<file path="config.mk">
export PLATFORM = sky130hd
export DESIGN_NAME = pc_call_sequencer_flat
export DESIGN_NICKNAME = d
export VERILOG_FILES = /design/src/rtl/pc_call_sequencer_if.sv /design/src/rtl/pc_call_sequencer.sv /design/src/flat_wrapper.sv
export SDC_FILE = /design/constraint.sdc
export NUM_CORES = 1
export LEC_CHECK = 0
export BUFFER_PORTS_ARGS = -buffer_cell sky130_fd_sc_hd__buf_2
export CAP_MARGIN = 20
export CORE_MARGIN = 10
export CORE_UTILIZATION = 60
export CTS_CLUSTER_DIAMETER = 30
export DETAILED_ROUTE_END_ITERATION = 7
export PLACE_DENSITY = 0.84
export SYNTH_ARGS = -nofsm -noshare
export SYNTH_HDL_FRONTEND = slang
export SYNTH_SLANG_ARGS = --single-unit
</file>
<file path="constraint.sdc">
create_clock -name clk -period 4.4 [get_ports clk]
set_clock_uncertainty 0.2 [all_clocks]
set_input_delay 0.66 -clock clk [delete_from_list [all_inputs] [get_ports clk]]
set_output_delay 0.66 -clock clk [all_outputs]
set_load 0.05 [all_outputs]
</file>
<file path="src/rtl/pc_call_sequencer_if.sv">
// Bus between the control unit / program memory and the PC call sequencer.
// master: control side (drives start/stall/instr); slave: the sequencer.
interface pc_call_sequencer_if #(
  parameter int ADDR_W = 8,
  parameter int DATA_W = 16,
  parameter int SP_W   = 3
);
  logic              start;
  logic              stall;
  logic [DATA_W-1:0] instr;
  logic [ADDR_W-1:0] addr;
  logic              exec_en;
  logic              busy;
  logic              halted;
  logic              fault;
  logic [1:0]        fault_code;
  logic [SP_W-1:0]   stack_level;

  modport master (
    output start, stall, instr,
    input  addr, exec_en, busy, halted, fault, fault_code, stack_level
  );

  modport slave (
    input  start, stall, instr,
    output addr, exec_en, busy, halted, fault, fault_code, stack_level
  );
endinterface

</file>
<file path="src/rtl/pc_call_sequencer.sv">
// Program-counter sequencer: fetch address, CALL/RET/STOP decode and a
// hardware return-address stack; other opcodes strobe exec_en for the datapath.
module pc_call_sequencer #(
  parameter int              ADDR_W      = 8,
  parameter int              DATA_W      = 16,
  parameter int              STACK_DEPTH = 4,
  parameter int              SP_W        = 3,
  parameter logic [ADDR_W-1:0] START_ADDR = {ADDR_W{1'b0}}
) (
  input logic                clk,
  input logic                rst_n,
  pc_call_sequencer_if.slave bus
);

  // Opcode values shared with the control unit's opcode table.
  localparam logic [4:0] OP_CALL = 5'b11000;
  localparam logic [4:0] OP_RET  = 5'b11001;
  localparam logic [4:0] OP_STOP = 5'b11111;

  localparam logic [1:0] IDLE  = 2'd0;
  localparam logic [1:0] RUN   = 2'd1;
  localparam logic [1:0] HALT  = 2'd2;
  localparam logic [1:0] FAULT = 2'd3;

  localparam logic [1:0] FC_NONE  = 2'b00;
  localparam logic [1:0] FC_OVER  = 2'b01;
  localparam logic [1:0] FC_UNDER = 2'b10;

  function automatic logic is_ctrl_op(input logic [4:0] op);
    return (op == OP_CALL) || (op == OP_RET) || (op == OP_STOP);
  endfunction

  logic [1:0]        state_r, state_nxt_s;
  logic [ADDR_W-1:0] pc_r, pc_nxt_s;
  logic [SP_W-1:0]   sp_r, sp_nxt_s;
  logic [1:0]        fcode_r, fcode_nxt_s;
  logic              push_s;
  logic [ADDR_W-1:0] ret_addr_s;
  logic [ADDR_W-1:0] stack_r [0:STACK_DEPTH-1];

  logic [4:0]        opcode_s;
  logic [ADDR_W-1:0] target_s;
  logic [SP_W-1:0]   sp_dec_s;

  assign opcode_s = bus.instr[DATA_W-1:DATA_W-5];
  assign target_s = bus.instr[ADDR_W-1:0];
  assign sp_dec_s = sp_r - SP_W'(1);

  // Operand bits between the opcode and the target field carry no meaning here.
  logic unused_instr_s;
  assign unused_instr_s = ^bus.instr[DATA_W-6:ADDR_W];

  // Return-address read mux: top of stack is entry sp-1.
  always_comb begin
    ret_addr_s = {ADDR_W{1'b0}};
    for (int i = 0; i < STACK_DEPTH; i++) begin
      ret_addr_s = ret_addr_s | (stack_r[i] & {ADDR_W{(SP_W'(i) == sp_dec_s)}});
    end
  end

  // Next-state, PC, stack pointer and fault code decode.
  always_comb begin
    state_nxt_s = state_r;
    pc_nxt_s    = pc_r;
    sp_nxt_s    = sp_r;
    fcode_nxt_s = fcode_r;
    push_s      = 1'b0;
    case (state_r)
      IDLE, HALT, FAULT: begin
        if (bus.start) begin
          state_nxt_s = RUN;
          pc_nxt_s    = START_ADDR;
          sp_nxt_s    = {SP_W{1'b0}};
          fcode_nxt_s = FC_NONE;
        end else begin
          state_nxt_s = state_r;
        end
      end
      RUN: begin
        if (bus.stall) begin
          state_nxt_s = RUN;
        end else begin
          case (opcode_s)
            OP_CALL: begin
              if (sp_r == SP_W'(STACK_DEPTH)) begin
                state_nxt_s = FAULT;
                fcode_nxt_s = FC_OVER;
              end else begin
                push_s   = 1'b1;
                sp_nxt_s = sp_r + SP_W'(1);
                pc_nxt_s = target_s;
              end
            end
            OP_RET: begin
              if (sp_r == {SP_W{1'b0}}) begin
                state_nxt_s = FAULT;
                fcode_nxt_s = FC_UNDER;
              end else begin
                sp_nxt_s = sp_dec_s;
                pc_nxt_s = ret_addr_s;
              end
            end
            OP_STOP: state_nxt_s = HALT;
            default: pc_nxt_s = pc_r + ADDR_W'(1);
          endcase
        end
      end
      default: state_nxt_s = IDLE;
    endcase
  end

  // Control registers with synchronous active-low reset.
  always_ff @(posedge clk) begin
    if (!rst_n) begin
      state_r <= IDLE;
      pc_r    <= START_ADDR;
      sp_r    <= {SP_W{1'b0}};
      fcode_r <= FC_NONE;
    end else begin
      state_r <= state_nxt_s;
      pc_r    <= pc_nxt_s;
      sp_r    <= sp_nxt_s;
      fcode_r <= fcode_nxt_s;
    end
  end

  // Return-address storage; contents are meaningless until pushed, so no reset.
  always_ff @(posedge clk) begin
    for (int i = 0; i < STACK_DEPTH; i++) begin
      if (rst_n && push_s && (SP_W'(i) == sp_r)) begin
        stack_r[i] <= pc_r + ADDR_W'(1);
      end
    end
  end

  assign bus.addr        = pc_r;
  assign bus.busy        = (state_r == RUN);
  assign bus.halted      = (state_r == HALT);
  assign bus.fault       = (state_r == FAULT);
  assign bus.fault_code  = fcode_r;
  assign bus.stack_level = sp_r;
  assign bus.exec_en     = (state_r == RUN) && !bus.stall && !is_ctrl_op(opcode_s);

endmodule
</file>
<file path="src/flat_wrapper.sv">
// flat-port wrapper written by rule: the top's interface ports become plain ports
module pc_call_sequencer_flat 
#(
  parameter int              ADDR_W      = 8,
  parameter int              DATA_W      = 16,
  parameter int              STACK_DEPTH = 4,
  parameter int              SP_W        = 3,
  parameter logic [ADDR_W-1:0] START_ADDR = {ADDR_W{1'b0}}
)
  (clk, rst_n, bus_start, bus_stall, bus_instr, bus_addr, bus_exec_en, bus_busy, bus_halted, bus_fault, bus_fault_code, bus_stack_level);
  pc_call_sequencer_if #(.ADDR_W(ADDR_W), .DATA_W(DATA_W), .SP_W(SP_W)) bus_i ();
  input logic clk;
  input logic rst_n;
  input wire logic [$bits(bus_i.start)-1:0] bus_start;
  input wire logic [$bits(bus_i.stall)-1:0] bus_stall;
  input wire logic [$bits(bus_i.instr)-1:0] bus_instr;
  output wire logic [$bits(bus_i.addr)-1:0] bus_addr;
  output wire logic [$bits(bus_i.exec_en)-1:0] bus_exec_en;
  output wire logic [$bits(bus_i.busy)-1:0] bus_busy;
  output wire logic [$bits(bus_i.halted)-1:0] bus_halted;
  output wire logic [$bits(bus_i.fault)-1:0] bus_fault;
  output wire logic [$bits(bus_i.fault_code)-1:0] bus_fault_code;
  output wire logic [$bits(bus_i.stack_level)-1:0] bus_stack_level;
  assign bus_i.start = bus_start;
  assign bus_i.stall = bus_stall;
  assign bus_i.instr = bus_instr;
  assign bus_addr = bus_i.addr;
  assign bus_exec_en = bus_i.exec_en;
  assign bus_busy = bus_i.busy;
  assign bus_halted = bus_i.halted;
  assign bus_fault = bus_i.fault;
  assign bus_fault_code = bus_i.fault_code;
  assign bus_stack_level = bus_i.stack_level;
  pc_call_sequencer #(.ADDR_W(ADDR_W), .DATA_W(DATA_W), .STACK_DEPTH(STACK_DEPTH), .SP_W(SP_W), .START_ADDR(START_ADDR)) u_core (.clk(clk), .rst_n(rst_n), .bus(bus_i));
endmodule
</file>
== After elaboration in Yosys (flattened, before gate mapping) ==
Memories as Yosys holds them, arrays and structs flattened.
Index checks and enable logic that the tools add are counted.

* Register bits: 15
* Memory bits (writable): 32
* Output and inout bits: 17
* Memories: 1

{| class="wikitable"
|+ Memories
! name !! words !! width !! rd ports !! clocked after Yosys merged registers in !! wr ports !! RTL line !! text
|-
| u_core.stack_r || 4 || 8 || 4 || 0 || 1 || pc_call_sequencer.sv:39 || <nowiki>logic [ADDR_W-1:0] stack_r [0:STACK_DEPTH-1];</nowiki>
|}

* Add/subtract/negate cells: 3
* Equality and inequality tests: 24
* Muxes and demuxes: 45
* Bitwise gates (word level): 7
* Reduce and logical (&&, ||, !) cells: 22

{| class="wikitable"
|+ Operators with widths
! kind !! number
|-
| $mux 8 || 7
|-
| $and 8x8->8 || 4
|-
| $or 8x8->8 || 3
|-
| $pmux 8 s3 || 1
|-
| $reduce_or 8->1 || 3
|-
| $mux 2 || 11
|-
| $pmux 8 s2 || 1
|-
| $eq 5x5->1 const B || 3
|-
| $mux 1 || 15
|-
| $reduce_and 5->1 || 3
|-
| $eq 2x3->1 const A || 4
|-
| $mux 3 || 4
|-
| $pmux 2 s2 || 3
|-
| $pmux 3 s2 || 2
|-
| $add 8x1->8 const B || 1
|-
| $ne 4x3->1 const B || 2
|-
| $logic_and 1x1->1 || 7
|-
| $eq 1x3->1 const A || 2
|-
| $logic_not 3->1 || 2
|-
| $ne 2x2->1 const B || 3
|-
| $ne 3x2->1 const B || 2
|-
| $ne 3x3->1 const B || 2
|-
| $pmux 2 s3 || 1
|-
| $ne 5x2->1 const B || 1
|-
| other kinds (11) || 14
|}

== Longest topological paths before layout ==
Gate-level depths: netlist of run 1.

* Word-level depth: 13
* Depth in mapped cells: 8
* Depth with buffers taken out: 7

== Least setup slack after synthesis of run 1 ==
No wires, ideal clock.

* Kind: register -> register
* From: register u_core.sp_r[0], in the netlist u_core.bus.stack_level[0]
* To: memory u_core.stack_r[3][0] (enable)
* Setup time: 395 ps
* Arrival time: 2,291 ps
* Slack: 1,515 ps
* Stages on the path, launching flop included: 7
* Path buffers: 1
* Cell sequence: dfxtp_1 > inv_1 > ha_1 > buf_2 > nand2_1 > nand2_1 > nor4_1

* Cells in the longest elaborated chain, start to end: 13

{| class="wikitable"
|+ Ends and longest elaborated chain
! item !! RTL line !! text
|-
| from (decl) || pc_call_sequencer.sv:35 || <nowiki>logic [SP_W-1:0] sp_r, sp_nxt_s;</nowiki>
|-
| from (signal assigned) || pc_call_sequencer.sv:117 || <nowiki>sp_r <= {SP_W{1'b0}};</nowiki>
|-
| from (signal assigned) || pc_call_sequencer.sv:122 || <nowiki>sp_r <= sp_nxt_s;</nowiki>
|-
| $eq 3x3->1 || pc_call_sequencer.sv:85 || <nowiki>if (sp_r == SP_W'(STACK_DEPTH)) begin</nowiki>
|-
| $mux 1 || pc_call_sequencer.sv:85 ||
|-
| $mux 1 || pc_call_sequencer.sv:83 || <nowiki>case (opcode_s)</nowiki>
|-
| $mux 1 || pc_call_sequencer.sv:80 || <nowiki>if (bus.stall) begin</nowiki>
|-
| $mux 1 || pc_call_sequencer.sv:68 || <nowiki>case (state_r)</nowiki>
|-
| $logic_and 1x1->1 (2 in series) || pc_call_sequencer.sv:130 || <nowiki>if (rst_n && push_s && (SP_W'(i) == sp_r)) begin</nowiki>
|-
| $mux 1 || pc_call_sequencer.sv:130 ||
|-
| $mux 1 (implied by the code) || pc_call_sequencer.sv:131 || <nowiki>stack_r[i] <= pc_r + ADDR_W'(1);</nowiki>
|-
| $reduce_or 8->1 (no line) || n/a ||
|-
| $mux 2 (no line) / $mux 1 (equally long branches) (3 in series) || n/a ||
|-
| to (decl) || pc_call_sequencer.sv:39 ||
|}

Parallel ways exist; a longest one is shown, timed or not.

== Final worst setup path of run 1 ==
* From: input port bus_instr[12]
* To: output port bus_exec_en

* Cells in the longest elaborated chain, start to end: 5

{| class="wikitable"
|+ Ends and longest elaborated chain
! item !! RTL line !! text
|-
| from (decl) || flat_wrapper.sv:16 || <nowiki>input wire logic [$bits(bus_i.instr)-1:0] bus_instr;</nowiki>
|-
| $eq 5x5->1 || pc_call_sequencer.sv:30 || <nowiki>return (op == OP_CALL) || (op == OP_RET) || (op == OP_STOP);</nowiki>
|-
| $logic_or 1x1->1 || pc_call_sequencer.sv:30 ||
|-
| $logic_or 1x1->1 (*) || pc_call_sequencer.sv:30 ||
|-
| $logic_not 1->1 (*) || pc_call_sequencer.sv:142 || <nowiki>assign bus.exec_en = (state_r == RUN) && !bus.stall && !is_ctrl_op(opcode_s);</nowiki>
|-
| $logic_and 1x1->1 (*) || pc_call_sequencer.sv:142 ||
|-
| to (decl) || flat_wrapper.sv:18 || <nowiki>output wire logic [$bits(bus_i.exec_en)-1:0] bus_exec_en;</nowiki>
|}

Mark *: on every way between the ends. The rest lies on a longest branch, timed or not.

==> results of run 1 <==
-- path summary, 6_finish.rpt --
path | startpoint | to | cells past startpoint
setup / recovery | bus_instr[12] | bus_exec_en | 5
hold / removal | u_core.bus.fault_code[1] | u_core.bus.fault_code[1] | 2
setup reg to reg | u_core.bus.stack_level[0] | u_core.stack_r[3][3] | 6
hold reg to reg | u_core.bus.fault_code[1] | u_core.bus.fault_code[1] | 2
-- cell usage after synthesis, drive strengths merged, types with 2 or more instances --
cell type  number  area [sq um]
o21ai           7          35.0
xnor2           5          43.8
nand2b          2          12.5
a31oi           4          25.0
buf             4          25.0
ha              8           100
nand2          17          63.8
a211o           2          17.5
o221ai          3          26.3
nand3          10          62.6
a22oi           6          45.0
mux2i           3          30.0
edfxtp         32           961
or3             3          18.8
a22o            6          52.6
and3            3          18.8
and2            4          25.0
a21oi          11          58.8
o31ai           3          22.5
inv            12          45.0
nor3            2          10.0
clkbuf          5          20.0
nor4            2          12.5
a221oi          5          43.8
nor2           14          52.6
dfxtp          15           300
xor2            4          35.0
-- worst max-delay path: cells and delay by family --
family	cells	cell delay (ns)
simple gates	3	0.87
buf+inv	2	0.34
-- metal layers --
| metal | global-route usage (%) | routed length (microns) | vias up |
|---|---|---|---|
| met4 | 4.42 | 44 | 0 |
| met5 | 0 | 0 | - |
| li1 | - | - | 844 |
| met1 | 20.3 | 2350 | 868 |
| met3 | 3.17 | 223 | 6 |
| met2 | 25.7 | 2510 | 42 |
-- where the power goes --
group          internal [W]  switching (W)
Clock              0.000171       0.000148
Sequential         0.000470     0.00000388
Combinational     0.0000253      0.0000502
-- area by class of cell --
cell class                 instances  area share, %
sequential                        47           48.2
tap                               48           2.30
clock inverter                     3           1.77
clock buffer                       5           2.63
multi-input combinational        138           36.5
inverter                          12           1.72
timing repair buffer              35           6.89
-- cells by family after synthesis --
family,count (synthesis),synth area share [%]
xor+xnor,9,3.43
simple gates,61,13.5
fa+ha+maj,8,4.36
buf+inv,21,3.92
flops,47,54.9
mux,3,1.31
compound gates,57,18.6
-- per-stage QoR --
stage / worst slack [ns] / instance area [sq um]
6_report: 1.68 / 2620
3_3_place_gp: 1.52 / 2500
2_1_floorplan: 1.51 / 2300
3_5_place_dp: 1.48 / 2500
4_1_cts: 1.72 / 2620
5_1_grt: 1.62 / 2620
-- registers in the layout (all words and copies together) (netlist names) --
register / flops
u_core.state_r: 2
u_core.bus.addr: 8
u_core.bus.fault_code: 2
u_core.bus.stack_level: 3
u_core.stack_r: 32
==> reports/summary.txt, run 1 <==
Power per standard cell area - 332 nW/um^2
Final worst-path cycle share - 61.9%
Average routed wire per standard cell - 17.8 microns
Total Neg Setup Slack - 0 ns
Largest net degree at the start of global routing - 17
Starting Density - 62.3%
Number of synthesized flops with an enable pin - 32
CP cell instances - buf_2, nor2_1, nand3_1, and3_1, buf_2
Flop2flop setup slack - 1.77 ns
1st-pass router iterations - 5
Cells after Synth - 206
Die height - 81.9 microns
Via Count - 1760
Vias per cell - 6.11
Multi-input gate area - 953 sq um
Ys flop type - edfxtp_1
Setup bufs post-CTS - 0
Die Area - 6710 sq um
Core outline area - 3690 sq um
Vias in the first global route - 1708
Drc violations - 0
Width of the die - 81.9 microns
Grt ovf - 0
Total Wirelength - 5.13 mm
Peak supply drop - 0.271 mV
Share of layout cells above drive strength 1 - 20.4%
IO Pins - 37
Max Clock Freq - 367 MHz
Total power - 0.000868 W
Cts bufs inserted - 5
Hold Slack - 0.302 ns
Synth Warn # - 0
Port bufs - 33
DRT antenna net count - 0
Post-placement cell count - 280
Crit Path Category - in -> out
Root buffer cell - clkbuf_8
# clock sinks - 47
Crit. End Element - primary output
Register area - 1260 sq um
GPL Wtd Cong - 0.807
First-pass GRT wire length - 8.13 mm
Crit start category - input port
Critical path fanouts, max - 11
Cts repair resizes - 0
RSZ-0062 raised after global routing - false
Antenna cells - 0
GRT Overall Usage - 15.6%
Most frequent CP cell - buf_2
Post-synth ARST share - 0%
Clock buffer depth - 2
H-Tree Depth - 2
Crit-path slowest cell - nand3_1
Arrival @ worst endpoint - 1.86 ns
Lkg Pwr - 1.03 nW
Non-filler cells, final - 288
Worst-Margin Slew - 0.804 ns
Reg clk slew, reported paths - 0.08 ns
Max cap viols - 0
Initial antenna violation count - 0
Worst hold path class - reg -> reg
Final Net Count - 267
Final HPWL DP - 3.81 mm
Number of fill cells - 286
Mean Syn Cell Area - 11.2 sq um
# rows - 22
Hold Vio Cnt, Final - 0
Clock period minus final worst setup slack - 2.72 ns
Post-synthesis sequential area ratio - 54.9%
P&R area growth vs syn - 13.8%
Slew headroom - 45.9%
Post-Synthesis Cell Area - 2300 sq um
Commonest non-fill, non-tap cell in the layout - buf_2
# setup viols final - 0
Initial DRC count - 116
Unique masters post-synth - 45
Most frequent cells in the layout - buf_2 (33), edfxtp_1 (32), nand2_1 (17), dfxtp_1 (15), nor2_1 (14)
CTS tree - done
Worst path required time - 3.54 ns
Flops & latches, synth - 47
Outcome - finished clean
Net Count, Synth - 234
Skew-Pair Late Insertion Delay - 0.29 ns
Fin util - 70.9%
Hold buffers post-CTS - 0
Max Slew Vio Count - 0
Slowest stage delay, CP - 0.37 ns
(Power assumes the default switching activity.)
==> run 2: changes to the inputs <==
CORE_UTILIZATION = 50   (was 60)
PLACE_DENSITY = 0.75   (was 0.84)
clock period = 2.18 ns   (was 4.4 ns; I/O delays follow)
==> run 2 against run 1 <==
Die area is 15% higher. Highest routed layer unchanged. Non-clock buffer count is 20 higher. Largest power group unchanged. Largest cell class unchanged. First-iteration DRC count is 1.7% higher. Final area is 7.3% higher.
==> reports/summary.txt, run 2 (synthesis results as in run 1) <==
WHS Endpoint - u_core.state_r[0]
Clock period minus final worst setup slack - 2.08 ns
Hold path startpoint - bus_start
H-Tree Depth - 2 (unchanged)
Final worst-path cycle share - 95.4%
Number of fill cells - 347 (+21%)
GRT Overall Usage - 14.5% (-1.1 points)
# setup viols final - 0 (unchanged)
Crit start category - register
Reg clk slew, reported paths - 0.09 ns (about the same)
Drc violations - 0 (unchanged)
P&R area growth vs syn - 22.1%
Max Slew Vio Count - 0 (unchanged)
Flop2flop setup slack - 0.16 ns (-1.61 ns)
NetSw - 0.000414 W (+110%)
Share of layout cells above drive strength 1 - 29.2% (+8.8 points)
Port bufs - 33 (unchanged)
Commonest non-fill, non-tap cell in the layout - buf_2
Cell depth of the worst flop-to-flop path - 8 (+2)
Register area - 1260 sq um (+0.20%)
Setup bufs post-CTS - 0 (unchanged)
Crit. End Element - primary output
Via Count - 1804 (+2.5%)
Pint - 0.00136 W (+100%)
Average routed wire per standard cell - 17.0 microns (-4.8%)
Cts bufs inserted - 5 (unchanged)
Max FFs per register - 32 (unchanged)
Total Wirelength - 5.29 mm (+3.2%)
Die height - 87.8 microns (+7.2%)
Skew-Pair Late Insertion Delay - 0.30 ns (about the same)
Final HPWL DP - 4.09 mm (+7.3%)
Die Area - 7710 sq um (+15%)
Vias per cell - 5.78 (-5.4%)
Top reg by flops - u_core.stack_r
RSZ-0062 raised after global routing - false
DRT antenna net count - 0 (unchanged)
Lkg Pwr - 1.14 nW (+11%)
Total power - 0.00178 W (+100%)
1st-pass router iterations - 4 (-1)
Antenna cells - 0 (unchanged)
Power per standard cell area - 633 nW/um^2 (+91%)
Slowest stage delay, CP - 0.35 ns (-0.02 ns)
Core outline area - 4410 sq um (+20%)
Slew headroom - 65.6% (+20 points)
Clock share of power - 36.5% (-0.2 points)
Critical path fanouts, max - 5 (-6)
CP cell instances - nand2b_1, nor2_2, and3_1, buf_2
# rows - 24 (+9.1%)
Switching portion of total power - 23.3% (+0.074 points)
Width of the die - 87.8 microns (+7.2%)
Peak supply drop - 0.523 mV (+93%)
Max cap viols - 0 (unchanged)
Final Net Count - 287 (+7.5%)
Grt ovf - 0 (unchanged)
Crit Path Category - reg -> out
Worst path required time - 1.65 ns (-1.89 ns)
# clock sinks - 47 (unchanged)
Flop pwr share - 53.9% (-0.7 points)
Hold Vio Cnt, Final - 0 (unchanged)
Initial DRC count - 118 (+1.7%)
First-pass GRT wire length - 8.74 mm (+7.6%)
Starting Density - 52.1% (-10 points)
Largest net degree at the start of global routing - 17 (unchanged)
Most frequent cells in the layout - buf_2 (33), edfxtp_1 (32), buf_4 (22), nand2_1 (17)
Initial antenna violation count - 0 (unchanged)
Worst hold path class - in -> reg
GPL Wtd Cong - 0.831 (+3.0%)
Outcome - finished clean
Total Neg Setup Slack - 0 ns (unchanged)
Max Clock Freq - 481 MHz
Reg-to-Reg Start - u_core.bus.stack_level[1]
Arrival @ worst endpoint - 1.55 ns (-0.31 ns)
Non-filler cells, final - 312 (+8.3%)
IO Pins - 37 (unchanged)
R2r endpoint - u_core.bus.addr[0]
Crit-path slowest cell - dfxtp_1
Post-placement cell count - 304 (+8.6%)
Worst-Margin Slew - 0.511 ns (-0.294 ns)
Root buffer cell - clkbuf_8
Vias in the first global route - 1847 (+8.1%)
CTS tree - done
Comb pwr share - 9.6% (+0.9 points)
Multi-input gate area - 986 sq um (+3.4%)
Clock buffer depth - 2 (unchanged)
WHS Path Cells - 2 (unchanged)
run 2: changes by cell type in the layout (fill, tap and decap cells not counted), sizes merged:
cell / change
buf: +20
clkinv: +1
clkinvlp: -1
run 2: worst max-delay path by stage:
stage / start / endpoint / slack, ns / cells past startpoint
floorplan: u_core.bus.stack_level[0] / u_core.stack_r[3][0] / 0.02 / 6
global placement: bus_instr[12] / u_core.stack_r[1][2] / 0.12 / 6
detailed placement: u_core.bus.stack_level[1] / u_core.bus.addr[0] / 0.08 / 8
CTS: u_core.state_r[1] / bus_exec_en / 0.02 / 4
global route: u_core.state_r[0] / bus_exec_en / 0.01 / 4
finish: u_core.state_r[1] / bus_exec_en / 0.1 / 4
run 2: cell type report:
type / count / area share [%]
clock buffer: 5 / 2.45
sequential: 47 / 45.0
inverter: 12 / 1.60
timing repair buffer: 55 / 11.8
multi-input combinational: 138 / 35.1
clock inverter: 3 / 1.69
tap: 52 / 2.32
run 2: routing by layer:
| layer | vias to the layer above | track usage, % | wire [microns] |
|---|---|---|---|
| met3 | 6 | 3.34 | 215 |
| li1 | 884 | - | - |
| met5 | - | 0 | 0 |
| met1 | 871 | 17.3 | 2320 |
| met2 | 43 | 25.0 | 2690 |
| met4 | 0 | 4.93 | 65 |
run 2: through the flow:
| stage | worst slack, ns | util [%] | hold slack [ns] | area [sq um] |
|---|---|---|---|---|
| finish | 0.0994 | 63.6 | 0.0987 | 2810 |
| global route | 0.0127 | 63.6 | 0.106 | 2810 |
| CTS | 0.0186 | 63.2 | 0.0952 | 2790 |
| detailed placement | 0.0809 | 60.5 | 0.280 | 2670 |
| global placement | 0.125 | 60.5 | 0.274 | 2670 |
| floorplan | 0.0245 | - | 0.268 | 2320 |
run 2: repair_timing:
item / 4_1_cts / 5_1_grt
endpoints found under the setup margin: 0 / 9
gates resized for setup: 0 / 4
hold buffers: 0 / 0
run 2: power by group through the flow:
stage / combinational (W) / sequential, W / clock [W]
6_report: 0.000171 / 0.000956 / 0.000649
5_1_grt: 0.000186 / 0.000957 / 0.000695
4_1_cts: 0.000169 / 0.000956 / 0.000658
3_5_place_dp: 0.000168 / 0.000977 / 0
3_3_place_gp: 0.000166 / 0.000977 / 0
2_1_floorplan: 0.0000913 / 0.000991 / 0
run 2: critical path: cells and delay by family (launching register included):
| family | cells | cell delay, ns |
|---|---|---|
| flops | 1 | 0.35 |
| buf+inv | 1 | 0.26 |
| simple gates | 3 | 0.64 |
